**src/rtl/memory_access_stage_pkg.sv**
```systemverilog
// Shared processor definitions used by the memory access stage.
//   DATA_WIDTH / REG_ADDR_WIDTH : default datapath and register-index widths
//   state_t                     : memory-stage FSM encoding (IDLE=0, ACCESS=1)
//   ALU_*                       : ALU opcode constants shared across the pipeline
//   word_aligned()              : true when the two low address bits are zero
package memory_access_stage_pkg;

  localparam int DATA_WIDTH     = 32;
  localparam int REG_ADDR_WIDTH = 4;

  typedef enum logic {
    IDLE   = 1'b0,
    ACCESS = 1'b1
  } state_t;

  localparam logic [2:0] ALU_Add = 3'd0;
  localparam logic [2:0] ALU_Sub = 3'd1;
  localparam logic [2:0] ALU_And = 3'd2;
  localparam logic [2:0] ALU_SLL = 3'd3;
  localparam logic [2:0] ALU_SLR = 3'd4;

  function automatic logic word_aligned(input logic [1:0] low_bits);
    return low_bits == 2'b00;
  endfunction

endpackage

```
**src/rtl/memory_access_stage_access_timer.sv**
```systemverilog
// Wait counter for an outstanding data-memory access.
//   clock, reset : rising-edge clock, synchronous active-high reset
//   clear        : force the count back to zero
//   enable       : advance the count by one this cycle
//   expired      : count has reached TIMEOUT_CYCLES-1 (last allowed cycle)
module memory_access_stage_access_timer #(
  parameter int TIMEOUT_CYCLES = 16
) (
  input  logic clock,
  input  logic reset,
  input  logic clear,
  input  logic enable,
  output logic expired
);

  localparam int CW = (TIMEOUT_CYCLES > 2) ? $clog2(TIMEOUT_CYCLES) : 1;

  logic [CW-1:0] count;

  assign expired = (count == CW'(TIMEOUT_CYCLES - 1));

  // Saturates at the terminal value so a non-power-of-two limit never wraps.
  always_ff @(posedge clock) begin
    if (reset || clear) begin
      count <= '0;
    end else if (enable && !expired) begin
      count <= count + 1'b1;
    end
  end

endmodule

```
**src/rtl/memory_access_stage.sv**
```systemverilog
// Memory access pipeline stage, directly downstream of the ALU.
// ALU results either pass straight through to writeback or are used as a
// word address for a load/store over a req/ack data-memory bus. Upstream is
// stalled while an access is outstanding; every instruction retires with a
// single-cycle out_valid pulse, qualified by err on misalignment, illegal
// read+write encoding, or bus timeout.
//   clock, reset                       : clock, synchronous active-high reset
//   in_valid, alu_result, store_data,
//   sig_mem_read, sig_mem_write, rd_in : upstream instruction
//   stall                              : combinational hold request to upstream
//   mem_req, mem_we, mem_addr,
//   mem_wdata, mem_rdata, mem_ack      : data-memory bus
//   out_valid, wb_data, rd_out, err    : writeback result
module memory_access_stage #(
  parameter int DATA_WIDTH     = memory_access_stage_pkg::DATA_WIDTH,
  parameter int REG_ADDR_WIDTH = memory_access_stage_pkg::REG_ADDR_WIDTH,
  parameter int TIMEOUT_CYCLES = 16
) (
  input  logic                      clock,
  input  logic                      reset,
  input  logic                      in_valid,
  input  logic [DATA_WIDTH-1:0]     alu_result,
  input  logic [DATA_WIDTH-1:0]     store_data,
  input  logic                      sig_mem_read,
  input  logic                      sig_mem_write,
  input  logic [REG_ADDR_WIDTH-1:0] rd_in,
  output logic                      stall,
  output logic                      mem_req,
  output logic                      mem_we,
  output logic [DATA_WIDTH-1:0]     mem_addr,
  output logic [DATA_WIDTH-1:0]     mem_wdata,
  input  logic [DATA_WIDTH-1:0]     mem_rdata,
  input  logic                      mem_ack,
  output logic                      out_valid,
  output logic [DATA_WIDTH-1:0]     wb_data,
  output logic [REG_ADDR_WIDTH-1:0] rd_out,
  output logic                      err
);

  import memory_access_stage_pkg::*;

  state_t                    state;
  logic [REG_ADDR_WIDTH-1:0] rd_hold;
  logic                      mem_op;
  logic                      illegal;
  logic                      misaligned;
  logic                      start_access;
  logic                      timer_expired;

  always_comb begin
    mem_op       = sig_mem_read || sig_mem_write;
    illegal      = sig_mem_read && sig_mem_write;
    misaligned   = !word_aligned(alu_result[1:0]);
    start_access = (state == IDLE) && in_valid && mem_op && !illegal && !misaligned;
    // In ACCESS the instruction is consumed in the cycle that ends the access
    // (ack or final timeout cycle), so stall drops exactly then.
    stall        = start_access ||
                   ((state == ACCESS) && !mem_ack && !timer_expired);
  end

  memory_access_stage_access_timer #(
    .TIMEOUT_CYCLES(TIMEOUT_CYCLES)
  ) u_timer (
    .clock  (clock),
    .reset  (reset),
    .clear  (state == IDLE),
    .enable (state == ACCESS),
    .expired(timer_expired)
  );

  always_ff @(posedge clock) begin
    if (reset) begin
      state     <= IDLE;
      mem_req   <= 1'b0;
      mem_we    <= 1'b0;
      mem_addr  <= '0;
      mem_wdata <= '0;
      out_valid <= 1'b0;
      err       <= 1'b0;
      wb_data   <= '0;
      rd_out    <= '0;
      rd_hold   <= '0;
    end else begin
      out_valid <= 1'b0;
      err       <= 1'b0;
      unique case (state)
        IDLE: begin
          if (in_valid) begin
            if (!mem_op) begin
              out_valid <= 1'b1;
              wb_data   <= alu_result;
              rd_out    <= rd_in;
            end else if (illegal || misaligned) begin
              out_valid <= 1'b1;
              err       <= 1'b1;
              wb_data   <= '0;
              rd_out    <= rd_in;
            end else begin
              state     <= ACCESS;
              mem_req   <= 1'b1;
              mem_we    <= sig_mem_write;
              mem_addr  <= alu_result;
              mem_wdata <= store_data;
              rd_hold   <= rd_in;
            end
          end
        end
        ACCESS: begin
          // Ack is checked first so it wins over a coincident timeout.
          if (mem_ack) begin
            state     <= IDLE;
            mem_req   <= 1'b0;
            out_valid <= 1'b1;
            wb_data   <= mem_we ? '0 : mem_rdata;
            rd_out    <= rd_hold;
          end else if (timer_expired) begin
            state     <= IDLE;
            mem_req   <= 1'b0;
            out_valid <= 1'b1;
            err       <= 1'b1;
            wb_data   <= '0;
            rd_out    <= rd_hold;
          end
        end
        default: state <= IDLE;
      endcase
    end
  end

endmodule

```
**config.mk**
```make
export PLATFORM = sky130hd
export DESIGN_NAME = memory_access_stage
export DESIGN_NICKNAME = d
export VERILOG_FILES = /design/src/rtl/memory_access_stage_pkg.sv /design/src/rtl/memory_access_stage_access_timer.sv /design/src/rtl/memory_access_stage.sv
export SDC_FILE = /design/constraint.sdc
export NUM_CORES = 1
export LEC_CHECK = 0
export ABC_AREA = 1
export CELL_PAD_IN_SITES_DETAIL_PLACEMENT = 0
export CELL_PAD_IN_SITES_GLOBAL_PLACEMENT = 1
export CORE_UTILIZATION = 26
export DETAILED_ROUTE_END_ITERATION = 6
export GPL_TIMING_DRIVEN = 1
export PLACE_DENSITY = 0.72
export SYNTH_ARGS = -nofsm -noshare
export SYNTH_HDL_FRONTEND = slang
export SYNTH_HIERARCHICAL = 1
export SYNTH_SLANG_ARGS = --single-unit
```
**constraint.sdc**
```tcl
create_clock -name clock -period 1.6 [get_ports clock]
set_input_delay 0.32 -clock clock [delete_from_list [all_inputs] [get_ports clock]]
set_output_delay 0.32 -clock clock [all_outputs]
set_load 0.02 [all_outputs]
```
==> results of run 1 <==
-- state kept, by name, indices dropped and copies added (netlist names) --
| register | count |
|---|---|
| state | 1 |
| out_valid | 1 |
| mem_wdata | 32 |
| wb_data | 32 |
| rd_out | 4 |
| rd_hold | 4 |
| mem_req | 1 |
| u_timer/count | 4 |
| mem_addr | 32 |
| mem_we | 1 |
| err | 1 |
-- placed cells by master (no fill, tap or decap), types with 10 or more instances in the layout --
| cell | Yosys | layout |
|---|---|---|
| buf_12 | 0 | 13 |
| buf_4 | 2 | 32 |
| clkbuf_16 | 0 | 22 |
| clkdlybuf4s50_1 | 0 | 101 |
| dfxtp_1 | 113 | 110 |
| dlygate4sd2_1 | 0 | 104 |
| inv_1 | 71 | 70 |
| nand2_1 | 147 | 114 |
| nand2_2 | 3 | 26 |
| nand2_4 | 1 | 10 |
| nand3_1 | 43 | 43 |
| nand3b_1 | 33 | 33 |
| nand4_1 | 31 | 31 |
| nor2_1 | 230 | 205 |
| nor2_2 | 3 | 21 |
| o21ai_0 | 37 | 37 |
-- per-layer routing --
metal,wire [um],vias to the layer above
met3,1120,20
met2,8570,138
li1,-,2918
met5,0,-
met1,8990,2528
met4,216,0
-- cell type report --
class | instances | area [um2]
flip-flops and latches | 113 | 2270
fillers | 2057 | 10500
clock inverters | 12 | 206
repair buffers | 270 | 2810
clock buffers | 20 | 457
inverters | 74 | 284
multi-input cells | 542 | 2680
well taps | 265 | 332
-- report_power, final --
group | leakage, uW | internal (uW) | switching (uW) | total [uW]
logic | 0.00302 | 775 | 867 | 1640
registers | 0.000925 | 2960 | 69.1 | 3030
clock network | 0.000320 | 2850 | 1420 | 4270
total | 0.00427 | 6590 | 2350 | 8940
-- metrics by stage --
stage | instance area, um2 | setup TNS [ps] | setup slack (ps) | util [%]
after floorplan | 5220 | 0 | 14.5 | -
after global placement | 7780 | -38870 | -578 | 39.8
after detailed placement | 7780 | -40770 | -570 | 39.8
after CTS | 8640 | -4040 | -175 | 44.3
after global routing | 9030 | -4560 | -224 | 46.2
final | 9030 | -1560 | -119 | 46.2
-- critical path, cell delays in order (launching register included) --
cell,delay (ps)
dfxtp_2,330
ha_4,170
nand3_4,90
inv_4,40
nor2_4,100
nand2_2,70
nand2_2,70
buf_6,110
-- worst paths after layout --
path / from / endpoint / slack, ps / cells past startpoint
worst max-delay path: u_timer/count[1]$_SDFFE_PP0P_ / stall / -120 / 7
worst min-delay path: alu_result[1] / wb_data[1]$_SDFFE_PP0P_ / 350 / 5
worst max register to register: u_timer/count[1]$_SDFFE_PP0P_ / wb_data[31]$_SDFFE_PP0P_ / -80 / 12
worst min register to register: mem_addr[0]$_SDFFE_PP0P_ / mem_addr[0]$_SDFFE_PP0P_ / 440 / 2
-- timing repair --
item                                    in CTS  in global routing
cloned                                       6                  6
endpoints found under the setup margin     137                104
pin swaps                                    5                 22
gates resized for setup                    144                 65
hold endpoints to repair                     0                  0
buffers inserted                             4                  8
-- cells by family (layout without fill, tap and decap cells) --
family / count (synthesis) / after routing / share of synthesized area (%)
compound gates: 47 / 47 / 4.66
simple gates: 494 / 494 / 41.3
buf+inv: 127 / 376 / 10.4
flops: 113 / 113 / 43.4
fa+ha+maj: 1 / 1 / 0.240
==> flow_summary.ini, run 1 <==
[global_routing]
grt_pass1_wl_um = 28100
grt_max_degree = 64
overflow = 0
met2_usage_pct = 28.2
antenna_found_initial = 0
use_met3_pct = 5.33
met1_usage_pct = 23.6
grtUsageTotal_pct = 17.9
grt_pass1_vias = 5132
busiest_layer = met2

[detailed_routing]
wl_per_cell_um = 14.6
dr.pass1.iters = 4
route.detailed.drc = 0
drt-total-wl_um = 18900
first_iter_violations = 246
vias = 5604
drt-vias-per-instance = 4.32
postRouteAntennaNets = 0

[worst_setup_path]
cp_data_required_time_ps = 1280
cp-start-kind = register
path_max_fanout = 2
crit_type = register to output pin
critPathArrivalTime_ps = 1400
worst_setup_path_end_kind = output pin

[placement]
place.gp.congestion = 0.790
io_buffers = 210
dp_hpwl_um = 11600
place_inst = 1242

[layout]
synthToLayoutAreaGrowth_pct = 73.2
num_antenna_cells = 0
final_cells = 1296
layout-drive-gt1-share_pct = 16.5
fin_nets = 1125

[timing]
tightest_slew_ps = 415
drv_slew = 0
holdWs_ps = 350
grt_setup_unrepaired = true
fin_crit_ps = 1720
setup_violations = 27
maxSlewHeadroom_pct = 72.4
hold_violations = 0
fmax_ghz = 0.582
setup_slack_ps = -119
clock_skew_ps = 10.6
fin_crit_sh_pct = 107

[floorplan]
start_util_pct = 26.7
ioPinCount = 211
core_um2 = 19500
die_area_um2 = 20600
die_h_um = 144
fp-row-count = 51
die_w_um = 144

[yosys]
synth_edf_count = 0
ys_types = 24
netlist_area_um2 = 5210
synth-seq-area-share_pct = 43.4
synth_top_area_share_pct = 43.4
ys_ff_latch = 113
synth_ff_type = dfxtp_1
syn_inst = 782
syn_area_per_cell_um2 = 6.66
synth_largest_area_cell = dfxtp_1
ys_top_cells_by_count = nor2_1, nand2_1, dfxtp_1
async_flop_share_pct = 0
synth_most_common_cell = nor2_1
synth.area.top_cells = dfxtp_1, nor2_1, nand2_1
syn-num-nets = 889
yosys_warnings = 6

[power_and_ir_drop]
irDropWorstVdd_mv = 0.688
finalPower_uw = 8940
leakage_uw = 0.00427
power_density_nw_per_um2 = 991

[clock_network]
path_clk_slew_ps = 50
cts_hold_buf = 0
clock_latency_ps = 420
cts.sinks = 113
numCtsBuffers = 17
cts-root-buf = clkbuf_16
cts_tree = yes
htree_levels = 4
clock_path_buffers = 2

[status]
status = complete, but fails checks
violations = negative setup slack

[run]
drv_cap = 0

[min_path]
hold_class = primary input to register
No activity file was read; power rests on OpenSTA's default activity.
==> run 2: changes to the inputs <==
--- a/config.mk
+++ b/config.mk
@@ -8,10 +8,10 @@
 export ABC_AREA = 1
 export CELL_PAD_IN_SITES_DETAIL_PLACEMENT = 0
 export CELL_PAD_IN_SITES_GLOBAL_PLACEMENT = 1
-export CORE_UTILIZATION = 26
+export CORE_UTILIZATION = 32
 export DETAILED_ROUTE_END_ITERATION = 6
 export GPL_TIMING_DRIVEN = 1
-export PLACE_DENSITY = 0.72
+export PLACE_DENSITY = 0.84
 export SYNTH_ARGS = -nofsm -noshare
 export SYNTH_HDL_FRONTEND = slang
 export SYNTH_HIERARCHICAL = 1
==> constraint.sdc (replaced) <==
create_clock -name clock -period 2.2 [get_ports clock]
set_input_delay 0.44 -clock clock [delete_from_list [all_inputs] [get_ports clock]]
set_output_delay 0.44 -clock clock [all_outputs]
set_load 0.02 [all_outputs]
==> run 2 against run 1 <==
Effect of this change:
- the flow now finishes without violations
- worst setup slack improved by 290 ps
- clock power decreased by 37%
- first-iteration DRC count increased by 40%
- hold slack improved by 95 ps
- routed wire length decreased by 12%
- critical path depth unchanged
- highest routed layer unchanged
==> flow_summary.ini, run 2 (synthesized netlist as in run 1, its figures left out) <==
[status]
status = complete, no violations

[detailed_routing]
postRouteAntennaNets = 0
drt-vias-per-instance = 4.52
drt-total-wl_um = 16700
route.detailed.drc = 0
wl_per_cell_um = 13.8
vias = 5492
first_iter_violations = 345
dr.pass1.iters = 4

[global_routing]
grt_max_degree = 46
grt_pass1_vias = 4992
antenna_found_initial = 0
grt_pass1_wl_um = 26000
overflow = 0
grtUsageTotal_pct = 20.2

[clock_network]
numCtsBuffers = 17
path_clk_slew_ps = 50
clock_latency_ps = 410
post_cts_resized = 2
cts_tree = yes
htree_levels = 4
cts-root-buf = clkbuf_16
post_cts_buffers = 0
cts_hold_buf = 0
clock_path_buffers = 2
cts.sinks = 113

[worst_setup_path]
critPathLaunch = u_timer/count[0]$_SDFFE_PP0P_
r2r-start = u_timer/count[1]$_SDFFE_PP0P_
cp-start-kind = register
worst-r2r-cell-count = 10
rr_endpoint = wb_data[18]$_SDFFE_PP0P_
worst-r2r-setup-slack_ps = 480
worst_setup_path_end_kind = output pin
critPathArrivalTime_ps = 1590
cp-endpoint = stall
cp_data_required_time_ps = 1760
path_max_fanout = 4
crit_type = register to output pin

[placement]
io_buffers = 210
dp_hpwl_um = 11200
pre_cts_ws_ps = -257
dpl_cell_area_um2 = 7640
place_inst = 1183
place.gp.congestion = 0.781

[timing]
clock_skew_ps = 10.8
maxSlewHeadroom_pct = 62.5
fin_crit_sh_pct = 92.4
setup_slack_ps = 166
drv_slew = 0
setup_violations = 0
holdWs_ps = 445
grt_setup_unrepaired = false
fin_crit_ps = 2030
hold_violations = 0
fmax_ghz = 0.492
tightest_slew_ps = 562

[layout]
layout-drive-gt1-share_pct = 7.21
layout_common_cells = nor2_1, clkdlybuf4s50_1, nand2_1
num_antenna_cells = 0
top_regs = mem_addr: 32 flops, mem_wdata: 32 flops, wb_data: 32 flops
final_area_um2 = 8220
final_cells = 1214
synthToLayoutAreaGrowth_pct = 57.6
multi_input_area_um2 = 2410
final_common_cell = nor2_1
seq_area_um2 = 2260
n_fill_cell = 1644
fin_nets = 1093

[power_and_ir_drop]
p_int_uw = 4480
seqPwrFrac_pct = 37.0
clkPwrFrac_pct = 45.3
irDropWorstVdd_mv = 0.494
power_density_nw_per_um2 = 728
combPwrFrac_pct = 17.8
p_sw_uw = 1500
p_sw_share_pct = 25.2
leakage_uw = 0.00348

[min_path]
hold_class = register to register

[floorplan]
die_h_um = 130
ioPinCount = 211
core_um2 = 15900
fp-row-count = 46
die_area_um2 = 16800
die_w_um = 130
start_util_pct = 32.8

[run]
drv_cap = 0
run 2: cell types whose count changed in the layout (fill, tap and decap cells not counted), sizes merged:
cell | before | now
clkbuf | 25 | 27
clkinv | 7 | 4
buf | 56 | 28
dlymetal6s2s | 4 | 0
dlygate4sd2 | 104 | 0
bufinv | 5 | 2
clkinvlp | 1 | 0
clkdlybuf4s50 | 101 | 209
run 2: worst min path at each step:
stage,from,end,slack [ps],cells past startpoint
4_1_cts,mem_addr[0]$_SDFFE_PP0P_,mem_addr[0]$_SDFFE_PP0P_,450,2
5_1_grt,mem_addr[0]$_SDFFE_PP0P_,mem_addr[0]$_SDFFE_PP0P_,470,2
2_1_floorplan,rd_hold[0]$_SDFFE_PP0P_,rd_hold[0]$_SDFFE_PP0P_,460,2
3_5_place_dp,mem_addr[0]$_SDFFE_PP0P_,mem_addr[0]$_SDFFE_PP0P_,440,2
6_report,mem_addr[0]$_SDFFE_PP0P_,mem_addr[0]$_SDFFE_PP0P_,450,2
3_3_place_gp,mem_addr[0]$_SDFFE_PP0P_,mem_addr[0]$_SDFFE_PP0P_,430,2
run 2: final cells by class:
cell class,count,share of cell area [%]
inverter,74,3.43
tap,216,3.29
timing repair buffer,238,29.3
clock inverter,5,0.914
multi-input combinational,542,29.3
clock buffer,26,6.20
sequential,113,27.6
run 2: metal layers:
metal  track usage (%)  share of wire, %
met5                 0                 0
met4              7.52               1.7
met3              5.04               6.2
met2              32.3                47
met1              26.1                45
run 2: worst max-delay path, cell delays in order, from the launching register on:
cell and delay (ps):
dfxtp_1 330, ha_1 240, nand3_2 100, inv_1 60
nor2_1 120, nand2_1 100, nand2_1 80, clkbuf_2 170
run 2: per-stage QoR:
stage,util [%],total power [uW],TNS [ps]
after global routing,51.7,6250,0
final,51.7,5980,0
after global placement,48.1,3310,-5450
after CTS,51.7,6060,0
after detailed placement,48.1,3320,-6360
after floorplan,-,2780,0
run 2: power groups by stage:
stage	sequential, uW	combinational [uW]	clock (uW)
after floorplan	2380	405	0
after global routing	2220	1160	2870
after global placement	2250	1070	0
after detailed placement	2250	1070	0
after CTS	2210	1070	2780
final	2210	1060	2710
==> run 3: changes to the inputs <==
--- a/config.mk
+++ b/config.mk
@@ -11,6 +11,7 @@
 export CORE_UTILIZATION = 32
 export DETAILED_ROUTE_END_ITERATION = 6
 export GPL_TIMING_DRIVEN = 1
+export MAX_ROUTING_LAYER = met4
 export PLACE_DENSITY = 0.84
 export SYNTH_ARGS = -nofsm -noshare
 export SYNTH_HDL_FRONTEND = slang
==> run 3 against run 2 <==
Effect of this change:
- count of clock-buffer cells in the layout did not move
- largest power group unchanged
- flip-flop and latch count did not move
- via count fell by 0.29%
- die area did not move
- critical path type unchanged
- combinational power barely moved
==> flow_summary.ini, run 3 (synthesized netlist as in run 1, its figures left out) <==
[status]
status = complete, no violations

[timing]
fin_tns_setup_ps = 0
clock_skew_ps = 15.4
setup_violations = 0
tightest_slew_ps = 549
fmax_ghz = 0.491
fin_crit_sh_pct = 92.5
drv_slew = 0
fin_crit_ps = 2040
holdWs_ps = 444
grt_setup_unrepaired = false
hold_violations = 0
maxSlewHeadroom_pct = 63.4

[floorplan]
start_util_pct = 32.8
die_w_um = 130
core_um2 = 15900
die_area_um2 = 16800
die_h_um = 130
ioPinCount = 211
fp-row-count = 46

[detailed_routing]
dr.pass1.iters = 4
wl_per_cell_um = 13.7
drt-total-wl_um = 16600
first_iter_violations = 377
postRouteAntennaNets = 0
vias = 5476
drt-vias-per-instance = 4.51
route.detailed.drc = 0

[placement]
place.gp.congestion = 0.792
io_buffers = 210
dp_hpwl_um = 11200

[run]
drv_cap = 0

[global_routing]
grtUsageTotal_pct = 20.9
antenna_found_initial = 0
grt_pass1_vias = 4996
overflow = 0
grt_max_degree = 46
grt_pass1_wl_um = 26000

[worst_setup_path]
crit_chain = ha_1 -> nand3_2 -> inv_1 -> nor2_1 -> nand2_1 -> nand2_1 -> clkbuf_2
r2r-start = u_timer/count[0]$_SDFFE_PP0P_
crit_path_max_incr_delay_ps = 330
worst_setup_path_end_kind = output pin
cp-start-kind = register
cp_slowest_cell = dfxtp_1
rr_endpoint = wb_data[18]$_SDFFE_PP0P_
worst-r2r-cell-count = 10
cp_data_required_time_ps = 1760
crit_top_cell = nand2_1
crit_type = register to output pin
path_max_fanout = 4
worst-r2r-setup-slack_ps = 480
critPathArrivalTime_ps = 1600

[clock_network]
cts_hold_buf = 0
post_cts_resized = 2
cts_tree = yes
clock_latency_ps = 420
cts.sinks = 113
cts-root-buf = clkbuf_16
numCtsBuffers = 17
htree_levels = 4
post_cts_buffers = 0
clock_path_buffers = 2
path_clk_slew_ps = 50

[min_path]
min_from = mem_addr[0]$_SDFFE_PP0P_
min_to = mem_addr[0]$_SDFFE_PP0P_
worst_hold_path.num_cells = 2
hold_class = register to register

[layout]
layout-drive-gt1-share_pct = 7.21
synthToLayoutAreaGrowth_pct = 57.6
num_antenna_cells = 0
top_regs = mem_addr: 32 flops, mem_wdata: 32 flops, wb_data: 32 flops
fin_util_pct = 51.7
final_common_cell = nor2_1
fin_nets = 1093
layout_common_cells = nor2_1, clkdlybuf4s50_1, nand2_1

[power_and_ir_drop]
finalPower_uw = 5980
irDropWorstVdd_mv = 0.498
power_density_nw_per_um2 = 728
leakage_uw = 0.00348
## run 3: cell counts in the layout (fill, tap and decap cells not counted)
Identical to the previous run, type by type.
## run 3: report_power, final
part | switching [uW] | total, uW | internal, uW
clock | 908 | 2710 | 1800
sequential | 52.6 | 2210 | 2160
combinational | 546 | 1060 | 516
total | 1510 | 5980 | 4480
## run 3: layout make-up
cell class | count | area, um2
multi-input cells | 542 | 2410
inverters | 74 | 282
clock buffers | 26 | 509
flip-flops and latches | 113 | 2260
well taps | 216 | 270
fillers | 1644 | 7670
repair buffers | 238 | 2410
clock inverters | 5 | 75.1
## run 3: critical path, delay by kind of cell (launching register included)
kind          cells  cell delay, ps
flops             1             330
fa+ha+maj         1             240
simple gates      4             380
buf+inv           2             230
## run 3: how the worst max path moves through the flow
stage                                              from    end  slack [ps]
after global placement                    alu_result[0]  stall        -270
after global routing      u_timer/count[0]$_SDFFE_PP0P_  stall          30
after detailed placement                  alu_result[0]  stall        -260
final                     u_timer/count[0]$_SDFFE_PP0P_  stall         160
after CTS                 u_timer/count[0]$_SDFFE_PP0P_  stall          10
after floorplan                                in_valid  stall         450
## run 3: routing by layer
| metal | global-route usage (%) | up-vias | share of wire [%] |
|---|---|---|---|
| met3 | 4.58 | 23 | 5.2 |
| met1 | 26.6 | 2455 | 46 |
| met2 | 32.3 | 154 | 47 |
| met5 | - | - | 0 |
| li1 | - | 2844 | - |
| met4 | 7.52 | 0 | 1.7 |
## run 3: metrics by stage
step / cells / setup slack [ps] / cell area (um2)
final: 1214 / 164 / 8220
after global routing: 1214 / 29.0 / 8220
after CTS: 1214 / 10.9 / 8220
after detailed placement: 1183 / -257 / 7640
after global placement: 1183 / -269 / 7640
after floorplan: 782 / 454 / 5210
